[src/rtl/mem_bus_pkg.sv]
// Shared types and constants for the CPU data-bus memory port.
package mem_bus_pkg;

  localparam int unsigned WORD_W          = 16;
  localparam int unsigned WAIT_STATES_DEF = 2;
  localparam int unsigned CNT_W           = 4;

  typedef enum logic [1:0] {
    IDLE    = 2'd0,
    RD_WAIT = 2'd1,
    WR_WAIT = 2'd2,
    DONE    = 2'd3
  } mem_state_t;

endpackage

[src/rtl/mem_bus_reg_16.sv]
// Word register with load enable and async active-low clear; used for MAR and MDR.
module reg_16 #(
  parameter int unsigned W = 16
) (
  input  logic         clk,
  input  logic         rst_n,
  input  logic         ld,
  input  logic [W-1:0] d,
  output logic [W-1:0] q
);

  logic [W-1:0] data_q, data_d;

  always_comb begin
    data_d = data_q;
    if (ld) data_d = d;
  end

  always_ff @(posedge clk or negedge rst_n) begin
    if (!rst_n) data_q <= '0;
    else        data_q <= data_d;
  end

  assign q = data_q;

endmodule

[src/rtl/mem_bus_port.sv]
// Bus-consumer end of the CPU data bus: MAR/MDR loads and fixed-wait SRAM read/write cycles.
module mem_bus_port
  import mem_bus_pkg::*;
#(
  parameter int unsigned WAIT_STATES = WAIT_STATES_DEF
) (
  input  logic              Clk,
  input  logic              Reset_n,
  input  logic [WORD_W-1:0] DataBus,
  input  logic              LD_MAR,
  input  logic              LD_MDR,
  input  logic              MIO_EN,
  input  logic              MEM_RD,
  input  logic              MEM_WR,
  output logic [WORD_W-1:0] MAR_out,
  output logic [WORD_W-1:0] MDR_out,
  output logic [WORD_W-1:0] mem_addr,
  output logic [WORD_W-1:0] mem_wdata,
  input  logic [WORD_W-1:0] mem_rdata,
  output logic              mem_ce_n,
  output logic              mem_oe_n,
  output logic              mem_we_n,
  output logic              busy,
  output logic              done,
  output logic              err
);

  localparam logic [CNT_W-1:0] CNT_RELOAD = CNT_W'(WAIT_STATES - 1);

  mem_state_t       state_q, state_d;
  logic [CNT_W-1:0] cnt_q, cnt_d;
  logic             ce_n_q, ce_n_d;
  logic             oe_n_q, oe_n_d;
  logic             we_n_q, we_n_d;
  logic             busy_q, busy_d;
  logic             done_q, done_d;
  logic             err_q, err_d;
  logic             mar_ld_c, mdr_ld_c;
  logic [WORD_W-1:0] mdr_in_c;

  // Next state, counter and register-load decode; loads only honoured in IDLE.
  always_comb begin
    state_d  = state_q;
    cnt_d    = cnt_q;
    err_d    = 1'b0;
    mar_ld_c = 1'b0;
    mdr_ld_c = 1'b0;
    mdr_in_c = DataBus;
    case (state_q)
      IDLE: begin
        mar_ld_c = LD_MAR;
        mdr_ld_c = LD_MDR & ~MIO_EN;
        if (MEM_RD && MEM_WR) begin
          err_d = 1'b1;
        end else if (MEM_RD) begin
          state_d = RD_WAIT;
          cnt_d   = CNT_RELOAD;
        end else if (MEM_WR) begin
          state_d = WR_WAIT;
          cnt_d   = CNT_RELOAD;
        end
      end
      RD_WAIT: begin
        if (cnt_q == '0) begin
          mdr_ld_c = 1'b1;
          mdr_in_c = mem_rdata;
          state_d  = DONE;
        end else begin
          cnt_d = cnt_q - CNT_W'(1);
        end
      end
      WR_WAIT: begin
        if (cnt_q == '0) state_d = DONE;
        else             cnt_d   = cnt_q - CNT_W'(1);
      end
      DONE:    state_d = IDLE;
      default: state_d = IDLE;
    endcase

    // Strobes and status decoded from the next state so they are flop outputs.
    ce_n_d = !((state_d == RD_WAIT) || (state_d == WR_WAIT));
    oe_n_d = (state_d != RD_WAIT);
    we_n_d = (state_d != WR_WAIT);
    busy_d = (state_d != IDLE);
    done_d = (state_d == DONE);
  end

  always_ff @(posedge Clk or negedge Reset_n) begin
    if (!Reset_n) begin
      state_q <= IDLE;
      cnt_q   <= '0;
      ce_n_q  <= 1'b1;
      oe_n_q  <= 1'b1;
      we_n_q  <= 1'b1;
      busy_q  <= 1'b0;
      done_q  <= 1'b0;
      err_q   <= 1'b0;
    end else begin
      state_q <= state_d;
      cnt_q   <= cnt_d;
      ce_n_q  <= ce_n_d;
      oe_n_q  <= oe_n_d;
      we_n_q  <= we_n_d;
      busy_q  <= busy_d;
      done_q  <= done_d;
      err_q   <= err_d;
    end
  end

  reg_16 #(.W(WORD_W)) u_mar (
    .clk   (Clk),
    .rst_n (Reset_n),
    .ld    (mar_ld_c),
    .d     (DataBus),
    .q     (MAR_out)
  );

  reg_16 #(.W(WORD_W)) u_mdr (
    .clk   (Clk),
    .rst_n (Reset_n),
    .ld    (mdr_ld_c),
    .d     (mdr_in_c),
    .q     (MDR_out)
  );

  assign mem_addr  = MAR_out;
  assign mem_wdata = MDR_out;
  assign mem_ce_n  = ce_n_q;
  assign mem_oe_n  = oe_n_q;
  assign mem_we_n  = we_n_q;
  assign busy      = busy_q;
  assign done      = done_q;
  assign err       = err_q;

endmodule

[config.mk]
export PLATFORM = sky130hd
export DESIGN_NAME = mem_bus_port
export DESIGN_NICKNAME = d
export VERILOG_FILES = /design/src/rtl/mem_bus_pkg.sv /design/src/rtl/mem_bus_reg_16.sv /design/src/rtl/mem_bus_port.sv
export SDC_FILE = /design/constraint.sdc
export NUM_CORES = 1
export LEC_CHECK = 0
export CORE_MARGIN = 10
export CORE_UTILIZATION = 41
export CTS_CLUSTER_DIAMETER = 80
export DETAILED_ROUTE_END_ITERATION = 6
export PLACE_DENSITY = 0.78
export SYNTH_ARGS = -nofsm -noshare
export SYNTH_HDL_FRONTEND = slang
export SYNTH_SLANG_ARGS = --single-unit
[constraint.sdc]
create_clock -name Clk -period 2.5 [get_ports Clk]
set_clock_uncertainty 0.1 [all_clocks]
set_input_delay 0.375 -clock Clk [delete_from_list [all_inputs] [get_ports Clk]]
set_output_delay 0.375 -clock Clk [all_outputs]
set_load 0.005 [all_outputs]
==> results.md <==
- Number of enable flip-flop cells after synthesis: 0
- Number of input and output port buffers inserted: roughly 110
- Worst reg2reg startpoint: cnt_q[0]
- Fill cell count: 471
- Leakage power: around 1.4 nW
- Cell with the largest stage delay on the worst path: nor3b_2
- Average instance area after synthesis: between 10 and 15 um^2
- CP top delay family: compound AO/OA/AOI/OAI gates
- Worst-case headroom to the max-slew limit: 64.5%
- Power spent charging and discharging nets: ~0.0012 W
- Worst reg2reg path depth: 6
- Kind of path behind the tightest hold check: register to register
- Met3 demand-to-capacity share in global routing: 4.12%
- Final RePlAce weighted congestion: 0.824
- Post-route standard cell area excluding fillers: roughly 0.0033 mm^2
- Wire length reported by the detailed router: between 5000 and 6000 um
- Clk pin slew, worst setup/hold paths: 0.08 ns
- Count of final hold-check violations: 0
- Buffers and inverters on the worst path: 1
- Cell at the root of the clock tree: clkbuf_8
- CP arrival: between 2 and 2.5 ns
- Largest cells by area after synthesis: dfrtp_1 45%, buf_4 11%, mux2_2 7.9%
- Total number of nets in the final design: roughly 330
- Floorplan row count: 27
- Switching share of power: between 30% and 40%
- Cell area after synthesis: approximately 0.0023 mm^2
- Antenna Cells: 0
- Global-route met2 utilization: about 22%
- Wire per inst: between 15 and 20 um
- Resized cells post-CTS: 0
- Final setup TNS: 0 ns
- Detailed placement HPWL: approximately 4700 um
- Via-per-instance ratio: around 4.8
- Max-Cap Viols: 0
- Clk pwr share: between 10% and 20%
- Post-synth top area share: approximately 45%
- Layout overhead on the synthesized area: 44.4%
- Die Height: about 95 um
- Placed Cells: 346
- Internal power contribution: between 0.002 and 0.003 W
- Residual DRC: 0
- Inserted Clock Buffers: 5
- Maximum operating frequency: 470 MHz
- Final count of negative-setup-slack endpoints: 0
- Launching element of the worst setup path: cnt_q[0]
- Most used standard cells in the synthesized netlist: 41 x dfrtp_1, 33 x buf_4, 19 x o21ai_0
- Initial Util: roughly two fifths
- Cell with the most instances after synthesis: dfrtp_1
- FFs w/ async S/R, synth: between 90% and 100%
- Reg-to-reg endpoint: mem_ce_n
- Hold depth: 1
- Destination of the critical timing path: mem_ce_n
- Number of flip-flops and latches in the synthesized netlist: 44
- Power per standard cell area: about 1200 mW/mm^2
- CTS tree: done
- Category of the critical setup timing path: register to register
- Layer carrying the most global-route usage: met2
- Run status: complete, no violations
- Number of cells in the finished layout apart from fillers: 355
- Most instantiated flip-flop cell in the synthesis netlist: dfrtp_1
- Area occupied by multi-input gates: 845 um^2
- Final worst path period need: around 2.1 ns
- Critical path, cell by cell: inv_1 > ha_1 > nor3b_2 > o21ai_0 > o21ai_0 > ha_1
- Critical-path maximum fanout: 8
- Final ANT Viol Nets: 0
- RSZ-0062 raised after global routing: false
- Io pins: 109
- DR pass1 iterations: 4
- Total cell area at the placement stage: roughly 0.0032 mm^2
- Register-to-register setup slack: 0.37 ns
- Global-route usage over all layers: 13.0%
- Largest area contributor in the netlist: dfrtp_1
- Clock latency on the worst-skew pair: between 0.2 and 0.3 ns
- Met1 Use GR: around 16%
- Yosys warning count: 0
- Share of total power in combinational logic: around 53%
- Startpoint types: register
- Routed via count: 1,716
- Synthesized instance count: approximately 200
- CP Data Required Time: between 2 and 3 ns
- Kind of capture point of the worst setup path: register
- Least-Margin Pin Slew: 0.532 ns
- H-tree level count: 2
- Die span in x: 94.8 um
- Post-Syn Nets: 249
- Die ar.: around 0.0090 mm^2
- Number of antenna violations at the first check in global routing: 0
- Share of the clock period used by the worst path: 85.1%
- Ratio of cells with drive above 1 in the final layout: ~13%
- Violation count after the first detailed-routing iteration: 48
- Pin count of the biggest net entering global routing: 45
- Count of different cell masters after synthesis: 37
- Max rail drop VDD: around 0.58 mV
- Gr ovfl total: 0
- Vias in the first global route: around 1,700
- Sequential cell area: 0.00110 mm^2
- Post-synthesis sequential area ratio: between 40 and 50%
- First-pass GRT wire length: 9240 um
- Register share of total power: 33.1%
- Clk sinks: 44
- Total count of max-transition violations in the final report: 0
- CTS Buffer Depth: 2
- Largest stage delay on the critical path: between 0.4 and 0.5 ns
- Area of the core: between 0.005 and 0.006 mm^2
- Logic depth of the worst setup path including buffers: 6
==> layout by cell type, fill, tap and decap left out, types with 2 or more instances in the layout <==
cell type	instances
o221ai_1	2
buf_4	2
clkdlybuf4s50_1	107
mux2i_1	17
a211o_2	2
dfrtp_1	41
nor2_1	2
o21ai_1	2
ha_1	7
clkbuf_8	5
or3_1	2
nand3b_1	2
dfstp_2	3
o211ai_1	2
inv_1	11
o21a_1	2
nand2_1	16
nand3_1	2
mux2_2	16
o21ai_0	19
==> area by class of cell <==
| cell class | instances | area share, % |
|---|---|---|
| multi-input combinational | 108 | 25.5 |
| sequential | 44 | 33.3 |
| clock inverter | 3 | 1.28 |
| clock buffer | 5 | 2.08 |
| timing repair buffer | 112 | 33.8 |
| inverter | 11 | 1.25 |
| tap | 72 | 2.72 |
==> worst min path at each step <==
stage / from / endpoint
4_1_cts: u_mar.q[15] / u_mar.q[15]
3_5_place_dp: Reset_n / u_mar.q[3]
6_report: u_mar.q[15] / u_mar.q[15]
2_1_floorplan: Reset_n / busy
3_3_place_gp: Reset_n / u_mar.q[3]
5_1_grt: u_mar.q[15] / u_mar.q[15]
==> power by group through the flow <==
stage	Combinational, W	Clock, W	Sequential, W
after floorplan	0.00111	0	0.00131
after global placement	0.00210	0	0.00131
after detailed placement	0.00214	0	0.00133
after CTS	0.00214	0.000553	0.00131
after global routing	0.00229	0.000593	0.00136
final	0.00210	0.000539	0.00131
==> sequential cells by signal, indices dropped and copies added, names as in the netlist <==
signal / flops
u_mar.q: 16
err: 1
busy: 1
done: 1
state_q: 2
cnt_q: 4
mem_we_n: 1
u_mdr.q: 16
mem_oe_n: 1
mem_ce_n: 1
==> metrics by stage <==
step / hold slack (ns) / worst slack [ns] / util (%) / total power, W
finish: 0.432 / 0.371 / 60.5 / 0.00395
CTS: 0.440 / 0.355 / 60.5 / 0.00401
global route: 0.453 / 0.181 / 60.5 / 0.00425
global placement: 0.274 / 0.400 / 58.3 / 0.00341
floorplan: -0.0206 / 0.708 / - / 0.00242
detailed placement: 0.273 / 0.353 / 58.3 / 0.00347
==> per-layer routing <==
layer  vias to the layer above  part of all wire [%]
met5                         -                     0
met4                         0                   1.0
met2                        64                    48
met3                         6                   8.3
met1                       825                    43
li1                        821                     -
==> cells by family after synthesis <==
group / Yosys count / share of synthesized area (%)
DFF: 44 / 48.1
adders and majority gates: 7 / 3.82
muxes: 33 / 15.3
AOI/OAI and AO/OA: 35 / 9.71
and+or+nand+nor: 31 / 7.25
buffers and inverters: 51 / 15.0
xor gates and xnor gates: 2 / 0.763
==> timing repair <==
item / in CTS / in global routing
hold buffers: 1 / 0
buffers inserted: 0 / 0
endpoints found under the hold margin: 41 / 0
Power figures use the tool's default switching activity.
